<file path="config.mk">
export PLATFORM = sky130hd
export DESIGN_NAME = game_frame_scheduler
export DESIGN_NICKNAME = d
export VERILOG_FILES = /design/src/rtl/game_state_pkg.sv /design/src/rtl/game_frame_scheduler_rise_detect.sv /design/src/rtl/game_frame_scheduler.sv
export SDC_FILE = /design/constraint.sdc
export NUM_CORES = 1
export LEC_CHECK = 0
export ABC_AREA = 1
export CAP_MARGIN = 20
export CORE_ASPECT_RATIO = 0.8
export CORE_MARGIN = 4
export CORE_UTILIZATION = 51
export DETAILED_ROUTE_END_ITERATION = 8
export GPL_TIMING_DRIVEN = 0
export PLACE_DENSITY = 0.77
export SLEW_MARGIN = 15
export SYNTH_ARGS = -nofsm -noshare
export SYNTH_HDL_FRONTEND = slang
export SYNTH_SLANG_ARGS = --single-unit
</file>
<file path="constraint.sdc">
create_clock -name HSOSC_clk -period 1.82 [get_ports HSOSC_clk]
set_input_delay 0.364 -clock HSOSC_clk [delete_from_list [all_inputs] [get_ports HSOSC_clk]]
set_output_delay 0.364 -clock HSOSC_clk [all_outputs]
set_load 0.01 [all_outputs]
</file>
<file path="src/rtl/game_state_pkg.sv">
// Shared frame geometry, frame type and scheduler state encoding
// for the game display path.
package game_state_pkg;

   localparam int ROWS = 10;
   localparam int COLS = 20;

   typedef struct packed {
      logic [ROWS-1:0][COLS-1:0] screen;
   } game_state_t;

   typedef enum logic [1:0] {
      ST_EMPTY   = 2'd0,
      ST_SHOWING = 2'd1,
      ST_PENDING = 2'd2
   } sched_state_t;

endpackage

</file>
<file path="src/rtl/game_frame_scheduler_rise_detect.sv">
// Registered rising-edge detector; a level already high when reset
// releases must drop low before any edge is reported.
module rise_detect (
   input  logic clk,
   input  logic rst_n,
   input  logic din,
   output logic rise
);

   logic prev_q;
   logic armed_q;

   always_ff @(posedge clk or negedge rst_n) begin
      if (!rst_n) begin
         prev_q  <= 1'b0;
         armed_q <= 1'b0;
      end else begin
         prev_q <= din;
         if (!din)
            armed_q <= 1'b1;
      end
   end

   assign rise = din & ~prev_q & armed_q;

endmodule

</file>
<file path="src/rtl/game_frame_scheduler.sv">
// Double-buffered frame scheduler between the game producer and the
// display refresh, with drop and stale reporting.
module game_frame_scheduler
   import game_state_pkg::*;
#(
   parameter int unsigned STALE_FRAMES = 120
) (
   input  logic              HSOSC_clk,
   input  logic              reset_n,
   input  logic              GAME_new_frame_ready,
   input  game_state_t       GAME_next_frame,
   input  logic              DISP_frame_start,
   input  logic [3:0]        DISP_row_addr,
   output logic [COLS-1:0]   DISP_row_data,
   output logic              DISP_frame_valid,
   output logic              SCHED_swap,
   output logic              SCHED_frame_dropped,
   output logic              SCHED_stale
);

   localparam int unsigned CW = $clog2(STALE_FRAMES + 1);
   localparam logic [CW-1:0] CMAX = CW'(STALE_FRAMES);
   localparam logic [3:0] ROW_LIM = 4'(ROWS);

   sched_state_t state_q, state_d;
   game_state_t front_q, front_d;
   game_state_t back_q, back_d;
   logic valid_d;
   logic swap_d, drop_d;
   logic [CW-1:0] cnt_q, cnt_d;
   logic [COLS-1:0] row_d;
   logic cap;

   rise_detect u_rise (
      .clk  (HSOSC_clk),
      .rst_n(reset_n),
      .din  (GAME_new_frame_ready),
      .rise (cap)
   );

   always_ff @(posedge HSOSC_clk or negedge reset_n) begin
      if (!reset_n) begin
         state_q             <= ST_EMPTY;
         front_q             <= '0;
         back_q              <= '0;
         DISP_frame_valid    <= 1'b0;
         SCHED_swap          <= 1'b0;
         SCHED_frame_dropped <= 1'b0;
         cnt_q               <= '0;
         DISP_row_data       <= '0;
      end else begin
         state_q             <= state_d;
         front_q             <= front_d;
         back_q              <= back_d;
         DISP_frame_valid    <= valid_d;
         SCHED_swap          <= swap_d;
         SCHED_frame_dropped <= drop_d;
         cnt_q               <= cnt_d;
         DISP_row_data       <= row_d;
      end
   end

   always_comb begin
      state_d = state_q;
      front_d = front_q;
      back_d  = back_q;
      valid_d = DISP_frame_valid;
      swap_d  = 1'b0;
      drop_d  = 1'b0;
      unique case (state_q)
         ST_EMPTY: begin
            if (cap) begin
               front_d = GAME_next_frame;
               valid_d = 1'b1;
               state_d = ST_SHOWING;
            end
         end
         ST_SHOWING: begin
            if (cap) begin
               back_d  = GAME_next_frame;
               state_d = ST_PENDING;
            end
         end
         ST_PENDING: begin
            // A coincident capture refills back right after the swap,
            // so nothing is lost and no drop is reported.
            if (DISP_frame_start) begin
               front_d = back_q;
               swap_d  = 1'b1;
               if (cap)
                  back_d = GAME_next_frame;
               else
                  state_d = ST_SHOWING;
            end else if (cap) begin
               back_d = GAME_next_frame;
               drop_d = 1'b1;
            end
         end
         default: state_d = ST_EMPTY;
      endcase
   end

   always_comb begin
      cnt_d = cnt_q;
      if (cap)
         cnt_d = '0;
      else if (DISP_frame_start && state_q != ST_EMPTY && cnt_q != CMAX)
         cnt_d = cnt_q + 1'b1;
   end

   // Read from the next front so a swap is visible on the following cycle.
   always_comb begin
      row_d = '0;
      if (valid_d && DISP_row_addr < ROW_LIM)
         row_d = front_d.screen[DISP_row_addr];
   end

   assign SCHED_stale = (cnt_q == CMAX);

endmodule

</file>
# ---- Yosys cells after proc, flatten, opt, wreduce, memory -nomap -nowiden
# Cells that the tools add are included.
dict set report op_classes {
  n_reduce_logical 9
  order_cmp 2
  bitwise_logic 3
  muxes 20
  n_eq_ne 8
  n_addsub 1
}
# operator count
set ops {}
lappend ops {{$mux 200} 2}
lappend ops {{$pmux 200 s2} 1}
lappend ops {{$bmux 20 s4} 1}
lappend ops {{$mux 20} 2}
lappend ops {{$mux 7} 2}
lappend ops {{$mux 2} 4}
lappend ops {{$ne 2x2->1 const B} 4}
lappend ops {{$add 7x1->7 const B} 1}
lappend ops {{$eq 7x7->1 const B} 1}
lappend ops {{$mux 1} 7}
lappend ops {{$ne 7x7->1 const B} 1}
lappend ops {{$pmux 2 s3} 1}
lappend ops {{$lt 4x5->1 const B} 1}
lappend ops {{$lt 4x4->1 const B} 1}
lappend ops {{$reduce_and 4->1} 1}
lappend ops {{$reduce_bool 2->1} 2}
lappend ops {{$logic_and 1x1->1} 3}
lappend ops {{$and 1x1->1} 2}
lappend ops {{$eq 2x1->1 const B} 1}
lappend ops {{$eq 2x2->1 const B} 1}
lappend ops {{$logic_not 2->1} 1}
lappend ops {{$reduce_and 2->1} 1}
lappend ops {{$reduce_or 2->1} 1}
lappend ops {{$not 1->1} 1}
dict set report totals {
  inputBits 208
  output_inout_bits 24
  word_cells 71
  ff_bits 434
}

# ---- Depth between registers and ports, before layout
# Gate-level depths: netlist of run 1.
dict set report logic_depth {
  depth_word 8
  mapped_depth 16
  ltp_nobuf 14
}

# ---- Modules after synthesis
# From an unflattened synthesis of run 1, not the netlist that was laid out.
dict set report unflattened {
  hier_cells 2674
  hier_area_um2 20898.8
}
# mod area_per_inst_um2 seq_area_each_um2 cells_each instances
set by_module_without_submodules {}
lappend by_module_without_submodules {game_frame_scheduler 20835.0 10810.4 2669 1}
lappend by_module_without_submodules {rise_detect 63.8 50.0 5 1}

# ---- Worst setup path before layout of run 1
# No wires, ideal clock.
dict set report synth_timing {
  kind {register to register}
  from {register state_q[0]}
  to {register DISP_row_data[10]}
  setup_ns 0.113
  stages_incl_launch_ff 13
  period_less_slack_ns 1.888
  n_path_buf 3
  arrival_time_ns 1.775
  path_slack_ns -0.068
  required_ns 1.707
  path_cell_list {dfrtp_1 -> inv_1 -> ha_1 -> buf_4 -> inv_2 -> nor2_4 -> buf_6 -> or2_2 -> o21ai_2 -> buf_4 -> a21oi_1 -> nand2_1 -> inv_1}
}
dict set report synth_via {
  elab_cells_between_ends 8
  cone_classes {1 x eq/ne; 5 x mux; 2 x reduce/logical}
}
# item line
set synth_rtl {}
lappend synth_rtl {{start: declaration} game_frame_scheduler.sv:25} ;# sched_state_t state_q, state_d;
lappend synth_rtl {{start signal: assignment} game_frame_scheduler.sv:52} ;# state_q <= state_d;
lappend synth_rtl {{$logic_not 2->1} game_frame_scheduler.sv:70} ;# unique case (state_q)
lappend synth_rtl {{$mux 1} game_frame_scheduler.sv:70}
lappend synth_rtl {{via valid_d} game_frame_scheduler.sv:28} ;# logic valid_d;
lappend synth_rtl {{$logic_and 1x1->1} game_frame_scheduler.sv:114} ;# if (valid_d && DISP_row_addr < ROW_LIM)
lappend synth_rtl {{$mux 20} game_frame_scheduler.sv:114}
lappend synth_rtl {{via row_d[10]} game_frame_scheduler.sv:31} ;# logic [COLS-1:0] row_d;
lappend synth_rtl {{end signal: assignment} game_frame_scheduler.sv:59} ;# DISP_row_data <= row_d;
lappend synth_rtl {{end: declaration} game_frame_scheduler.sv:14} ;# output logic [COLS-1:0] DISP_row_data,
# The timed path passes the listed nets, and every way through them passes these cells. The select of a mux whose other input is x is not followed.
# A chain may end at the register's enable or synchronous reset.

==> qor.yml, run 1 <==
sta:
  tightest_slew_ns: 1.01
  finalClockSkew_ns: 0.0191
  period_share: 1.31
  grt_setup_unrepaired: "yes"
  finalCriticalPeriod_ns: 2.39
  finalSetupViolCount: 40
  finalMaxSlewViolations: 0
  worst_slack_ns: -0.566
  hold_viol_final: 0
  hold_ws_ns: 0.117
  tns_ns: -9.95
  max-slew-margin-rel: 0.327
  timing.fmax_mhz: 419
critical_path:
  slowest_delay_ns: 0.40
  rr_startpoint: "state_q[1]"
  cp-end-kind: "flip-flop"
  r2r-end: "DISP_row_data[9]"
  start_kind: "flip-flop"
  required_ns: 2.25
  r2r_slack_ns: -0.57
  crit_type: "reg2reg"
  crit_arrival_ns: 2.81
  path_cells: "inv_2 -> ha_4 -> buf_6 -> inv_4 -> nor2_4 -> buf_12 -> buf_6 -> buf_8 -> a21oi_1 -> nand2_1 -> nand2_1 -> nand3_1 -> nand3_1 -> nand3_1 -> nand2_1 -> inv_1"
  worstRegToRegCells: 16
  cpMaxStageDelayCell: "dfrtp_1"
  path_max_fanout: 10
layout:
  design_area_um2: 26400
  fin_util: 0.691
  area_growth_pct: 33.5
  final_nets: 2958
  drive_above_1_share: 0.195
place:
  port_buffers: 229
  dpl.hpwl_mm: 46.7
  post-place-ws_ns: -1.31
  place_area_um2: 22800
  finalWeightedCongestion: 0.946
global_route:
  grt_pass1_vias: 18300
  grt_use_total: 0.309
  grt_max_degree: 110
  overflow: 0
  grt_pass1_wl_mm: 102
  grt_antenna_before_repair: 3
synthesis:
  synth.most_common_cell: "nand2_1"
  synth_top_cell_by_area: "dfrtp_1"
  synth.cells.most_frequent: "nand2_1 (596), dfrtp_1 (434), nor2_1 (356), a21oi_1 (276), inv_1 (242)"
  synth_edf_count: 0
  synth_area_leaders: "dfrtp_1 (55%), nand2_1 (11%), a21oi_1 (7.0%), nor2_1 (6.7%), nand3_1 (4.8%)"
  synth.top_cell.area_share: 0.548
  synth_area_um2: 19800
  avgSynthCellArea_um2: 8.19
  yosysWarnings: 0
  ys.flop_type: "dfrtp_1"
  ys_seq_elements: 434
  synth_nets: 2632
  synth_cell_types: 30
  synthArstFlopShare: 1.00
  synth_seq_area_share: 0.548
  syn_inst: 2419
drt:
  vias: 18800
  drt_iter0_drc: 2180
  via_per_inst: 5.75
  drc: 0
  ant_nets: 0
  first_pass_iters: 8
  wire_per_inst_um: 20.9
  wirelength_mm: 68.5
run:
  cap_violations: 0
power:
  p_sw_w: 0.0170
  p_comb_frac: 0.443
  p_leak_nw: 13.2
  cell_internal_pwr_w: 0.0262
  irDropWorstVdd_mv: 0.693
  switching_share: 0.393
  p_per_area_nw_per_um2: 1630
  clockPowerShare: 0.205
  p_seq_frac: 0.352
clocking:
  cts_buffers: 43
  cts_max_level: 2
  cts_max_path_buffers: 3
  worstSkewPairLatency_ns: 0.56
  cts-root-buf: "clkbuf_16"
  path_clk_slew_ns: 0.07
  cts.sinks: 434
  cts_tree: "built"
floorplan:
  die_area_um2: 42100
  core_region_area_um2: 38300
  pin_count: 232
  initial_core_util: 0.517
  rows: 64
  fp.dieW_um: 228
  die-height_um: 184
run_status:
  violations: "setup timing"
  status: "finished, violations left"
hold_path:
  holdPathEnd: "u_rise.prev_q"
  whs_path_depth: 1
  min_path_type: "in2reg"
  min_from: "GAME_new_frame_ready"
==> power groups by stage <==
| stage | clock network (W) | logic, W | registers (W) |
|---|---|---|---|
| finish | 0.00885 | 0.0191 | 0.0152 |
| global route | 0.00931 | 0.0207 | 0.0156 |
| CTS | 0.00885 | 0.0171 | 0.0151 |
| detailed placement | 0 | 0.0148 | 0.0153 |
| global placement | 0 | 0.0141 | 0.0153 |
| floorplan | 0 | 0.00988 | 0.0149 |
==> per-stage QoR <==
stage | instances | total power [W]
6_report | 3275 | 0.0432
4_1_cts | 3260 | 0.0410
3_5_place_dp | 3147 | 0.0300
2_1_floorplan | 2419 | 0.0248
5_1_grt | 3275 | 0.0455
3_3_place_gp | 3143 | 0.0293
==> placed cells by master, fill, tap and decap left out, types with 11 or more instances in the layout <==
cell type | Yosys | final
buf_8 | 0 | 13
clkbuf_8 | 0 | 13
nor2_1 | 356 | 348
a22oi_1 | 40 | 15
a21oi_1 | 276 | 215
buf_1 | 13 | 11
nand3_2 | 0 | 71
buf_4 | 10 | 56
clkbuf_16 | 0 | 44
a22oi_2 | 0 | 25
inv_2 | 2 | 13
clkdlybuf4s50_1 | 0 | 221
buf_2 | 51 | 11
buf_6 | 8 | 36
o211ai_1 | 20 | 20
mux2_2 | 46 | 46
dfrtp_1 | 434 | 432
clkbuf_1 | 64 | 39
o21ai_0 | 51 | 43
inv_1 | 242 | 228
nand2_2 | 1 | 58
nand3_1 | 189 | 104
nand3_4 | 1 | 15
a21oi_4 | 0 | 14
clkbuf_2 | 0 | 17
a21oi_2 | 0 | 47
nand2_1 | 596 | 537
==> critical path: cells and delay by family (launching register included) <==
| kind | cells | cell delay (ns) |
|---|---|---|
| AND/OR/NAND/NOR | 7 | 0.80 |
| buffers and inverters | 7 | 0.75 |
| flip-flops | 1 | 0.40 |
| adder cells (fa/ha/maj) | 1 | 0.16 |
| AO/OA/AOI/OAI | 1 | 0.13 |
==> worst max path at each step <==
stage	start	endpoint	slack, ns	cells after the start
final	state_q[1]	DISP_row_data[9]	-0.57	16
after global routing	state_q[1]	DISP_row_data[1]	-0.57	16
after CTS	state_q[1]	DISP_row_data[14]	-0.45	17
after detailed placement	DISP_frame_start	DISP_row_data[4]	-1.31	13
after global placement	reset_n	back_q[191]	-18.25	1
after floorplan	state_q[0]	DISP_row_data[2]	0.01	16
==> cell families (layout without fill, tap and decap cells) <==
group,count (synthesis),in the layout,share of synthesized area
simple gates,1152,1154,0.233
flops,434,434,0.548
compound gates,391,391,0.107
buf+inv,391,748,0.0823
mux,46,46,0.0262
fa+ha+maj,5,5,0.00316
other cells,0,2,0
==> metal layers <==
metal | part of all wire | up-vias | global-route usage
met1 | 0.40 | 9156 | 0.421
li1 | - | 8347 | -
met3 | 0.10 | 207 | 0.0692
met2 | 0.46 | 1110 | 0.485
met5 | 0.00019 | - | 0
met4 | 0.043 | 2 | 0.125
==> what timing repair did <==
| action | in CTS | in global routing |
|---|---|---|
| gates cloned | 4 | 3 |
| endpoints found under the setup margin | 416 | 241 |
| endpoints found under the hold margin | 38 | 0 |
| hold buffers | 1 | 0 |
| pin swaps | 44 | 100 |
| buffers inserted | 32 | 11 |
| resized for setup | 270 | 244 |
==> area by class of cell <==
cell class	count	area, um2
flip-flops and latches	434	10900
clock buffers	66	1260
fillers	2809	11800
repair buffers	280	2900
inverters	245	927
multi-input cells	1596	8620
plain buffers	145	1140
well taps	495	619
diodes	2	5.00
clock inverters	12	114
==> flip-flops by register name, summed over array words and instances (netlist names) <==
name	cells
back_q	200
cnt_q	7
SCHED_swap	1
u_rise.prev_q	1
DISP_frame_valid	1
state_q	2
front_q	200
SCHED_frame_dropped	1
u_rise.armed_q	1
DISP_row_data	20
Note: power is estimated with default switching activity, not from simulation.
==> run 2: changes to the inputs <==
--- a/config.mk
+++ b/config.mk
@@ -9,10 +9,10 @@
 export CAP_MARGIN = 20
 export CORE_ASPECT_RATIO = 0.8
 export CORE_MARGIN = 4
-export CORE_UTILIZATION = 51
+export CORE_UTILIZATION = 45
 export DETAILED_ROUTE_END_ITERATION = 8
 export GPL_TIMING_DRIVEN = 0
-export PLACE_DENSITY = 0.77
+export PLACE_DENSITY = 0.69
 export SLEW_MARGIN = 15
 export SYNTH_ARGS = -nofsm -noshare
 export SYNTH_HDL_FRONTEND = slang
==> run 2 against run 1 <==
The run still ends with setup timing left. Via count fell by 4.0%. Flip-flop and latch count did not move. Utilization down 8.7 points. First-iteration DRC count fell by 13%. Combinational power is 6% lower. Hold slack gained 0.26 ns. Clock skew shrank 0.0063 ns. Die area is 13% higher. Setup slack gained 0.073 ns. Largest power group unchanged.
==> qor.yml, run 2 (synthesis results as in run 1) <==
place:
  dpl.hpwl_mm: 47.6
  post-place-ws_ns: -1.32
  port_buffers: 229
  finalWeightedCongestion: 0.946
  dp.cells: 3212
  place_area_um2: 22900
global_route:
  overflow: 0
  grt_antenna_before_repair: 1
  grt_max_degree: 109
  grt_use_total: 0.277
  grt_pass1_wl_mm: 103
  grt_pass1_vias: 18000
sta:
  timing.fmax_mhz: 432
  finalClockSkew_ns: 0.0129
  grt_setup_unrepaired: "yes"
  finalSetupViolCount: 26
  period_share: 1.27
  hold_viol_final: 0
  finalMaxSlewViolations: 0
  max-slew-margin-rel: 0.325
  worst_slack_ns: -0.493
  tightest_slew_ns: 1.01
  finalCriticalPeriod_ns: 2.31
clocking:
  worstSkewPairLatency_ns: 0.56
  cts_max_level: 2
  cts_max_path_buffers: 3
  cts-root-buf: "clkbuf_16"
  path_clk_slew_ns: 0.06
  cts.sinks: 434
  cts_tree: "built"
  cts_buffers: 44
floorplan:
  die-height_um: 196
  fp.dieW_um: 243
  rows: 68
  die_area_um2: 47400
  initial_core_util: 0.457
  core_region_area_um2: 43300
  pin_count: 232
critical_path:
  rr_startpoint: "state_q[0]"
  start_kind: "flip-flop"
  r2r-end: "DISP_row_data[15]"
  path_max_fanout: 5
  required_ns: 2.27
  cp-end-kind: "flip-flop"
  crit_arrival_ns: 2.77
  crit_type: "reg2reg"
  worstRegToRegCells: 15
  r2r_slack_ns: -0.49
drt:
  vias: 18100
  via_per_inst: 5.44
  drc: 0
  wire_per_inst_um: 20.3
  ant_nets: 0
  wirelength_mm: 67.4
  drt_iter0_drc: 1906
  first_pass_iters: 6
layout:
  drive_above_1_share: 0.163
  fill_cells: 3628
  final_nets: 2946
  biggestRegsByFlops: "back_q: 200 flops, front_q: 200 flops, DISP_row_data: 20 flops"
  final_cell_mix: "nand2_1 (568), dfrtp_1 (434), nor2_1 (353)"
  design_area_um2: 26100
  area_growth_pct: 32.0
  diodes: 0
  stdcell_count: 3323
  layout_commonest_cell: "nand2_1"
power:
  irDropWorstVdd_mv: 0.749
  p_leak_nw: 13.1
  p_per_area_nw_per_um2: 1620
hold_path:
  min_path_type: "in2async"
run_status:
  violations: "setup timing"
  status: "finished, violations left"
run:
  cap_violations: 0
==> run 2: cell count changes in the layout (fill, tap and decap cells not counted), sizes merged, moves of 2 or more <==
cell | before | now
diode | 2 | 0
dlymetal6s2s | 1 | 3
clkbuf | 122 | 135
clkinv | 10 | 6
clkdlybuf4s50 | 221 | 219
buf | 141 | 119
==> run 2: where the power goes <==
| group | switching [W] | total [W] | internal [W] |
|---|---|---|---|
| Clock | 0.00381 | 0.00910 | 0.00529 |
| Combinational | 0.0112 | 0.0180 | 0.00679 |
| Sequential | 0.00136 | 0.0152 | 0.0138 |
==> run 2: worst max path at each step <==
stage                startpoint                 to  cells after the start
2_1_floorplan        state_q[0]   DISP_row_data[2]                     16
6_report             state_q[0]  DISP_row_data[15]                     15
4_1_cts              state_q[1]   DISP_row_data[7]                     16
3_3_place_gp            reset_n        back_q[197]                      1
3_5_place_dp   DISP_frame_start   DISP_row_data[4]                     13
5_1_grt              state_q[0]  DISP_row_data[15]                     15
==> run 2: worst max-delay path, cell delays in order (launching register included) <==
cell	delay, ns
dfrtp_1	0.40
inv_2	0.11
ha_4	0.16
buf_8	0.12
inv_6	0.04
nor2_4	0.25
buf_6	0.21
buf_12	0.14
nand2_1	0.05
nand3_1	0.13
nand2_1	0.10
nand3_1	0.12
nand2_1	0.05
inv_1	0.05
nand2_1	0.06
a21oi_2	0.21
==> run 2: metrics by stage <==
step,setup TNS (ns),total power [W],hold slack (ns),util
2_1_floorplan,0,0.0248,0.0684,-
3_3_place_gp,-8339.20,0.0295,0.450,0.527
3_5_place_dp,-298.53,0.0300,0.378,0.529
4_1_cts,-7.58,0.0412,0.394,0.593
5_1_grt,-12.20,0.0448,0.426,0.604
6_report,-9.20,0.0423,0.381,0.604
==> run 2: final cells by class <==
| type | count | area (um2) | share of cell area |
|---|---|---|---|
| sequential | 434 | 10900 | 0.415 |
| multi-input combinational | 1594 | 8270 | 0.316 |
| inverter | 245 | 925 | 0.0354 |
| clock inverter | 8 | 92.6 | 0.00354 |
| buffer | 143 | 1110 | 0.0426 |
| timing repair buffer | 271 | 2850 | 0.109 |
| tap | 560 | 701 | 0.0268 |
| clock buffer | 68 | 1330 | 0.0510 |
==> run 2: repair_timing <==
item,CTS,global route
cloned,2,4
pin swaps,44,37
endpoints found under the hold margin,64,0
buffers inserted,20,12
resized for setup,312,95
endpoints found under the setup margin,406,195
hold buffers,1,0
==> run 2: routing by layer <==
| metal | up-vias | global-route usage | routed length, um |
|---|---|---|---|
| met2 | 830 | 0.425 | 30200 |
| met5 | - | 0 | 0 |
| met1 | 8788 | 0.398 | 28900 |
| met3 | 136 | 0.0535 | 6080 |
| met4 | 0 | 0.0924 | 2170 |
| li1 | 8309 | - | - |
